**src/rtl/cpu_defs_pkg.sv**
```systemverilog
// cpu_defs: constants shared by the fetch front end.
//   WordSizeDef : default width of PC, address and instruction words
//   ResetPCDef  : default fetch PC after reset
//   PcIncr      : byte distance between consecutive instruction words
package cpu_defs;

  localparam int              WordSizeDef = 32;
  localparam logic [31:0]     ResetPCDef  = 32'h0000_0000;
  localparam int              PcIncr      = 4;

endpackage : cpu_defs

```
**src/rtl/fetch_queue.sv**
```systemverilog
// fetch_queue: synchronous FIFO of {instruction, pc} pairs feeding decode.
// Ports:
//   CLK, RESET_N   : clock, asynchronous active-low reset (clears all storage)
//   i_flush        : drop every entry, pointers and count back to 0
//   i_push         : write {i_wr_instr, i_wr_pc} at the tail
//   i_pop          : retire the head entry
//   o_head_instr   : instruction word at the head (combinational read)
//   o_head_pc      : PC at the head (combinational read)
//   o_count        : occupancy, 0..QDepth
module fetch_queue #(
  parameter  int QDepth   = 4,
  parameter  int WordSize = 32,
  localparam int PtrW     = $clog2(QDepth),
  localparam int CntW     = PtrW + 1
) (
  input  logic                CLK,
  input  logic                RESET_N,
  input  logic                i_flush,
  input  logic                i_push,
  input  logic                i_pop,
  input  logic [WordSize-1:0] i_wr_instr,
  input  logic [WordSize-1:0] i_wr_pc,
  output logic [WordSize-1:0] o_head_instr,
  output logic [WordSize-1:0] o_head_pc,
  output logic [CntW-1:0]     o_count
);

  logic [WordSize-1:0] r_instr [QDepth];
  logic [WordSize-1:0] r_pc    [QDepth];
  logic [PtrW-1:0]     r_wr_ptr;
  logic [PtrW-1:0]     r_rd_ptr;
  logic [CntW-1:0]     r_count;

  logic w_pop;
  logic w_push;

  // Guard both sides locally so the count can never leave 0..QDepth,
  // whatever the caller asks for. A push into a full queue is legal only
  // when the head leaves in the same cycle.
  assign w_pop  = i_pop && (r_count != '0);
  assign w_push = i_push && ((r_count < CntW'(QDepth)) || w_pop);

  always_ff @(posedge CLK or negedge RESET_N) begin
    if (!RESET_N) begin
      r_wr_ptr <= '0;
      r_rd_ptr <= '0;
      r_count  <= '0;
      for (int i = 0; i < QDepth; i++) begin
        r_instr[i] <= '0;
        r_pc[i]    <= '0;
      end
    end else if (i_flush) begin
      r_wr_ptr <= '0;
      r_rd_ptr <= '0;
      r_count  <= '0;
    end else begin
      if (w_push) begin
        r_instr[r_wr_ptr] <= i_wr_instr;
        r_pc[r_wr_ptr]    <= i_wr_pc;
        // QDepth is a power of 2, so natural overflow is the modulo wrap.
        r_wr_ptr          <= r_wr_ptr + PtrW'(1);
      end
      if (w_pop) begin
        r_rd_ptr <= r_rd_ptr + PtrW'(1);
      end
      if (w_push && !w_pop) begin
        r_count <= r_count + CntW'(1);
      end else if (w_pop && !w_push) begin
        r_count <= r_count - CntW'(1);
      end
    end
  end

  assign o_head_instr = r_instr[r_rd_ptr];
  assign o_head_pc    = r_pc[r_rd_ptr];
  assign o_count      = r_count;

endmodule : fetch_queue

```
**src/rtl/instr_fetch_unit.sv**
```systemverilog
// instr_fetch_unit: fetch stage in front of InstrMem. Owns the fetch PC,
// reads one word per cycle into a prefetch queue and offers the head entry
// to decode over a valid/ready handshake. A redirect reloads the fetch PC
// and flushes the queue.
// Ports:
//   CLK, RESET_N       : clock, asynchronous active-low reset
//   IM_ADDR            : byte address to InstrMem (the fetch PC itself)
//   IM_DOUT            : word returned by InstrMem in the same cycle
//   REDIRECT           : load REDIRECT_PC (word aligned) and flush the queue
//   REDIRECT_PC        : redirect target byte address
//   ID_READY           : decode takes the head entry this cycle
//   ID_VALID           : head entry present
//   ID_INSTR, ID_PC    : head instruction and its byte address
//   ID_PC4             : ID_PC + 4
//   Q_COUNT            : queue occupancy
module instr_fetch_unit
  import cpu_defs::*;
#(
  parameter  int                   WordSize = WordSizeDef,
  parameter  int                   QDepth   = 4,
  parameter  logic [WordSize-1:0]  ResetPC  = ResetPCDef,
  localparam int                   CntW     = $clog2(QDepth) + 1
) (
  input  logic                CLK,
  input  logic                RESET_N,
  output logic [WordSize-1:0] IM_ADDR,
  input  logic [WordSize-1:0] IM_DOUT,
  input  logic                REDIRECT,
  input  logic [WordSize-1:0] REDIRECT_PC,
  input  logic                ID_READY,
  output logic                ID_VALID,
  output logic [WordSize-1:0] ID_INSTR,
  output logic [WordSize-1:0] ID_PC,
  output logic [WordSize-1:0] ID_PC4,
  output logic [CntW-1:0]     Q_COUNT
);

  localparam logic [WordSize-1:0] PcStep = WordSize'(PcIncr);

  logic [WordSize-1:0] r_fpc;
  logic [CntW-1:0]     w_count;
  logic                w_deq;
  logic                w_enq;
  logic                w_unused_redirect_lsbs;

  // Targets are forced to word alignment; the low bits are dropped.
  assign w_unused_redirect_lsbs = ^REDIRECT_PC[1:0];

  assign ID_VALID = (w_count != '0);
  assign w_deq    = ID_VALID && ID_READY;
  // A full queue still accepts the new word when the head leaves this cycle,
  // which keeps one-per-cycle throughput with decode always ready.
  assign w_enq    = !REDIRECT && ((w_count < CntW'(QDepth)) || w_deq);

  always_ff @(posedge CLK or negedge RESET_N) begin
    if (!RESET_N) begin
      r_fpc <= ResetPC;
    end else if (REDIRECT) begin
      r_fpc <= {REDIRECT_PC[WordSize-1:2], 2'b00};
    end else if (w_enq) begin
      r_fpc <= r_fpc + PcStep;
    end
  end

  // InstrMem answers within the cycle, so the address is the PC register
  // itself and the word is captured on the same edge that advances the PC.
  assign IM_ADDR = r_fpc;

  fetch_queue #(
    .QDepth   (QDepth),
    .WordSize (WordSize)
  ) u_fetch_queue (
    .CLK          (CLK),
    .RESET_N      (RESET_N),
    .i_flush      (REDIRECT),
    .i_push       (w_enq),
    .i_pop        (w_deq),
    .i_wr_instr   (IM_DOUT),
    .i_wr_pc      (r_fpc),
    .o_head_instr (ID_INSTR),
    .o_head_pc    (ID_PC),
    .o_count      (w_count)
  );

  assign ID_PC4  = ID_PC + PcStep;
  assign Q_COUNT = w_count;

endmodule : instr_fetch_unit

```
**config.mk**
```make
export PLATFORM = sky130hd
export DESIGN_NAME = instr_fetch_unit
export DESIGN_NICKNAME = d
export VERILOG_FILES = /design/src/rtl/cpu_defs_pkg.sv /design/src/rtl/fetch_queue.sv /design/src/rtl/instr_fetch_unit.sv
export SDC_FILE = /design/constraint.sdc
export NUM_CORES = 1
export LEC_CHECK = 0
export BUFFER_PORTS_ARGS = -buffer_cell sky130_fd_sc_hd__buf_2
export CORE_MARGIN = 2
export CORE_UTILIZATION = 35
export DETAILED_ROUTE_END_ITERATION = 12
export GPL_TIMING_DRIVEN = 0
export PLACE_DENSITY = 0.5
export SYNTH_ARGS = -nofsm -noshare
export SYNTH_HDL_FRONTEND = slang
export SYNTH_SLANG_ARGS = --single-unit
export TNS_END_PERCENT = 10
```
**constraint.sdc**
```tcl
create_clock -name CLK -period 3.6 [get_ports CLK]
set_input_delay 0.72 -clock CLK [delete_from_list [all_inputs] [get_ports CLK]]
set_output_delay 0.72 -clock CLK [all_outputs]
set_load 0.01 [all_outputs]
```
# == After elaboration in Yosys (flattened, before gate mapping) ==
# Index checks and enable logic that the tools add are counted.
# word_totals
regBits,295
in_bits,68
output_inout_bits,132
elab_cells,62
# op_classes
addsub,6
n_lt_le_gt_ge,4
muxes,19
bitwise,3
n_reduce_logical,18
# ops
op,n
$bwmux W128,2
$mux W32,7
$bmux W32 S2,2
$add A32 B3 Y32 const B,2
$demux W32 S2,1
$mux W3,3
$mux W2,4
$logic_and A1 B1 Y1,7
$ge A3 B3 Y1 const B,2
$not A2 Y3,2
$reduce_bool A2 Y1,3
$reduce_bool A3 Y1,2
$add A2 B1 Y2 const B,2
$add A3 B1 Y3 const B,1
$logic_not A1 Y1,3
$lt A3 B1 Y1 const B,1
$lt A3 B3 Y1 const B,1
$sub A3 B1 Y3 const B,1
$logic_or A1 B1 Y1,2
$reduce_and A2 Y1,1
$not A1 Y1,1

# == Longest topological paths before layout ==
# depth
ltp_word,10
depth_mapped,9
mapped_depth_nobuf,7

# == Cells and area by module ==
# From an unflattened synthesis, not the netlist that was laid out.
# unflattened
hier_cells,992
hier_area_um2,14557.7
# modules_own_cells
module,instances,cells_per_inst,area_per_inst_um2,seq_area_each_um2
fetch_queue,1,679,12017.8,6581.3
instr_fetch_unit,1,313,2539.9,750.7

# == Least setup slack after synthesis ==
# No wires, ideal clock.
# synth_timing
path_kind,reg2out
startpoint,reg u_fetch_queue.r_rd_ptr[1]
endpoint,out ID_PC4[24]
arrival_time_ns,2.416
required_ns,2.880
path_slack_ns,0.464
path_stages_with_launch,10
n_path_buf,3
cell_sequence,dfrtp_1 buf_4 buf_4 buf_4 mux4_1 ha_1 nand2_1 or2_2 or4_4 xnor2_2
# synth_via
elab_chain_cells,5
# synth_rtl
element,line,rtl
"start, declared",fetch_queue.sv:31,logic [PtrW-1:0] r_rd_ptr;
"start signal, assigned",fetch_queue.sv:64,r_rd_ptr <= r_rd_ptr + PtrW'(1);
$not A2 Y3 (not written as such),fetch_queue.sv:75,assign o_head_pc = r_pc[r_rd_ptr];
$bmux W32 S2,fetch_queue.sv:75,
$mux W32 (not written as such) (2 in series),fetch_queue.sv:75,
named net ID_PC[3],instr_fetch_unit.sv:33,"output logic [WordSize-1:0] ID_PC,"
$add A32 B3 Y32,instr_fetch_unit.sv:85,assign ID_PC4 = ID_PC + PcStep;
"end, declared",instr_fetch_unit.sv:34,"output logic [WordSize-1:0] ID_PC4,"
# The timed path passes the listed nets, and every way through them passes these cells. The select of a mux whose other input is x is not followed.

# == Worst setup path after layout ==
# layout_timing
startpoint,reg u_fetch_queue.r_rd_ptr[0]
endpoint,out ID_PC4[24]
# layout_via
elab_chain_cells,5
# layout_rtl
element,line
$not A2 Y3 (not written as such),fetch_queue.sv:75
$bmux W32 S2,fetch_queue.sv:75
$mux W32 (not written as such) (2 in series),fetch_queue.sv:75
$add A32 B3 Y32,instr_fetch_unit.sv:85
# No other way between the ends. The select of a mux whose other input is x is not followed.

==> metrics.txt <==
CP Capture Type=output port; DRT iter0 DRCs=between 300 and 400; Post-DP Area=about 0.015 sq mm; post-DP HPWL=~24000 um; I/O pins=200; die height=~200 um; latest clock arrival within the worst-skew pair=510 ps; vias per cell=4.974; area delta synth->final=22.34%; vias in the first global route=8935; Pins Over Slew Limit=0; total clock sinks=~290; Setup CP Type=flip-flop to output port; EDFF count, synth=0; Final Critical Period=~3700 ps; Arrival @ worst endpoint=about 3000 ps; Fillers=approximately 3500; post-route ant nets=0; final hold vios=0; PortBufs=190; via count=roughly 8600; Least-Margin Pin Slew=878.9 ps; WL/cell=between 20 and 25 um; final non-filler cell area=roughly 0.016 sq mm; cts bufs inserted=35; crit path launch type=flip-flop; synth top area cells=dfrtp_1, mux2_2, mux4_2; Yosys Warn Count=0; GPL Wtd Cong=0.7299; Die Width=approximately 200 um; worst endpoint required time=2880 ps; cell count after synthesis=around 950; RSZ-0062 raised after global routing=yes; Async SR Flop Fraction=1.000; crit share post-route=1.034; synthesized area per cell=~14 sq um; flops & latches, synth=285; top_reg_cell synth=dfrtp_1; # rows=71; Worst path most repeated cell=buf_12; post-synth cell types=42; worst-path maximum fanout=10; DRT Wirelength=about 35000 um; Peak supply drop=approximately 0.52 mV; layout cells sized above 1=0.4868; Total GRT Usage=0.1805; core area=0.03776 sq mm; drc violations=0; H-tree levels=2; top cell type's share of synthesized area=0.5303; Lkg Pwr=~7.0 nW; aggregate negative setup slack=-159.6 ps; outcome=finished, violations left; register area share after synthesis=0.5303; cell area power density=~860 mW/mm^2; clk_skew=about 10 ps; Setup Viol. Count Final=2; Max clock buf depth=3; max-cap violations=0; setup ws final=-123.6 ps; Max-Slew Margin vs Limit=0.4086; Clock transition at path regs=roughly 50 ps; Synth area leader=dfrtp_1; drt pass-1 iters=5; CTS tree=done; CP cell instances=buf_12 -> buf_12 -> mux4_2 -> nand4_4 -> or3_4 -> or4_4 -> xnor2_2 -> buf_2; cts hold-fix bufs=0; Fmax=about 0.27 GHz; most frequent cells in the layout=dfrtp_1, mux2_2, buf_2; Slowest Stage Delay on Critical Path=550 ps; die footprint=~0.040 sq mm; GRT overflow=0; final net count=about 1300; initial antenna violation count=4; CP max stage cell=or4_4; Post-Syn Area=between 0.01 and 0.015 sq mm; Hold Path Class=input pin to async pin; Root Driver=clkbuf_16; commonest non-fill, non-tap cell in the layout=dfrtp_1; largest net degree at the start of global routing=97; Initial Util=0.3562; violated checks=negative setup slack; first-pass GRT wire length=~54000 um
power breakdown:
group	internal, mW	switching [mW]	total, mW
registers	4.63	0.734	5.37
clock network	2.03	1.32	3.35
logic	2.96	2.49	5.46
total	9.62	4.55	14.2
timing repair:
item,CTS,global route
resized for setup,26,17
cloned,0,0
setup endpoints to repair,52,49
pin swaps,7,2
setup buffers,9,0
logic make-up after synthesis:
logic type      count (synthesis)  share of synthesized area
mux                           314                     0.3178
simple gates                  164                    0.06364
buf+inv                        86                    0.02940
xor+xnor                       57                    0.03768
fa+ha+maj                       7                   0.007071
other cells                     1                  0.0002789
flops                         285                     0.5303
compound gates                 35                    0.01377
Yosys cell counts, types with 2 or more instances:
master,instances
a21oi_1,3
and2_1,9
and3_1,6
and4_1,5
buf_1,4
buf_2,6
buf_4,9
buf_6,2
clkbuf_1,51
dfrtp_1,285
ha_1,6
inv_1,13
mux2_2,248
mux2i_1,4
mux4_1,12
mux4_2,50
nand2_1,53
nand2b_1,2
nand3_1,16
nand4_1,18
nand4_2,2
nor2_1,16
nor2b_1,3
nor3_1,15
nor4_1,10
o21ai_0,29
or2_2,2
or3_1,2
xnor2_1,43
xor2_1,13
final timing paths:
kind                                                  startpoint                                     to  slack (ps)  depth (start not counted)
max reg2reg                 u_fetch_queue.o_count[2]$_DFFE_PN0P_     u_fetch_queue.r_pc[18]$_DFFE_PN0P_         880                          6
min reg2reg                   u_fetch_queue.r_pc[90]$_DFFE_PN0P_     u_fetch_queue.r_pc[90]$_DFFE_PN0P_         500                          1
max in group asynchronous                                RESET_N  u_fetch_queue.r_instr[41]$_DFFE_PN0P_        2330                          3
min in group CLK                                 REDIRECT_PC[17]                IM_ADDR[17]$_DFFE_PN0N_         420                          3
min                                                      RESET_N     u_fetch_queue.r_pc[10]$_DFFE_PN0P_          90                          1
max                        u_fetch_queue.r_rd_ptr[0]$_DFFE_PN0P_                             ID_PC4[24]        -120                          8
flip-flops by register name, indices dropped and copies added (netlist names):
name	flops
u_fetch_queue.r_pc	120
u_fetch_queue.r_wr_ptr	2
u_fetch_queue.r_rd_ptr	2
IM_ADDR	30
u_fetch_queue.r_instr	128
u_fetch_queue.o_count	3
cell type report:
type / count / area [sq um] / area share
inverters: 13 / 48.80 / 0.002966
flip-flops and latches: 285 / 7132 / 0.4335
clock inverters: 3 / 18.77 / 0.001141
diodes: 1 / 2.502 / 0.0001521
plain buffers: 72 / 394.1 / 0.02396
well taps: 511 / 639.4 / 0.03886
repair buffers: 202 / 1136 / 0.06905
multi-input cells: 583 / 6011 / 0.3654
clock buffers: 54 / 1070 / 0.06502
per-stage QoR:
stage,cells,total power [mW],utilization,worst slack [ps],hold slack [ps]
after floorplan,954,8.897,-,464.4,424.4
after global placement,1655,10.65,0.3988,-3829,481.0
after detailed placement,1658,10.77,0.4013,-273.3,488.5
after CTS,1723,14.35,0.4343,-164.0,91.81
after global routing,1723,15.14,0.4357,-219.4,99.07
final,1724,14.17,0.4358,-123.6,92.01
critical path: cells and delay by family, from the launching register on:
kind	cells	cell delay (ps)
AND/OR/NAND/NOR	3	1060
XOR/XNOR	1	140
flip-flops	1	400
buffers and inverters	3	460
multiplexers	1	430
per-layer routing:
metal  vias up  wire length (um)  track usage
met5         -                43            0
met4         6               674      0.04609
met3        52              2059      0.04066
met2       202             16300       0.2877
met1      4383             15980       0.2504
li1       3933                 -            -
Note: power is estimated with default switching activity, not from simulation.
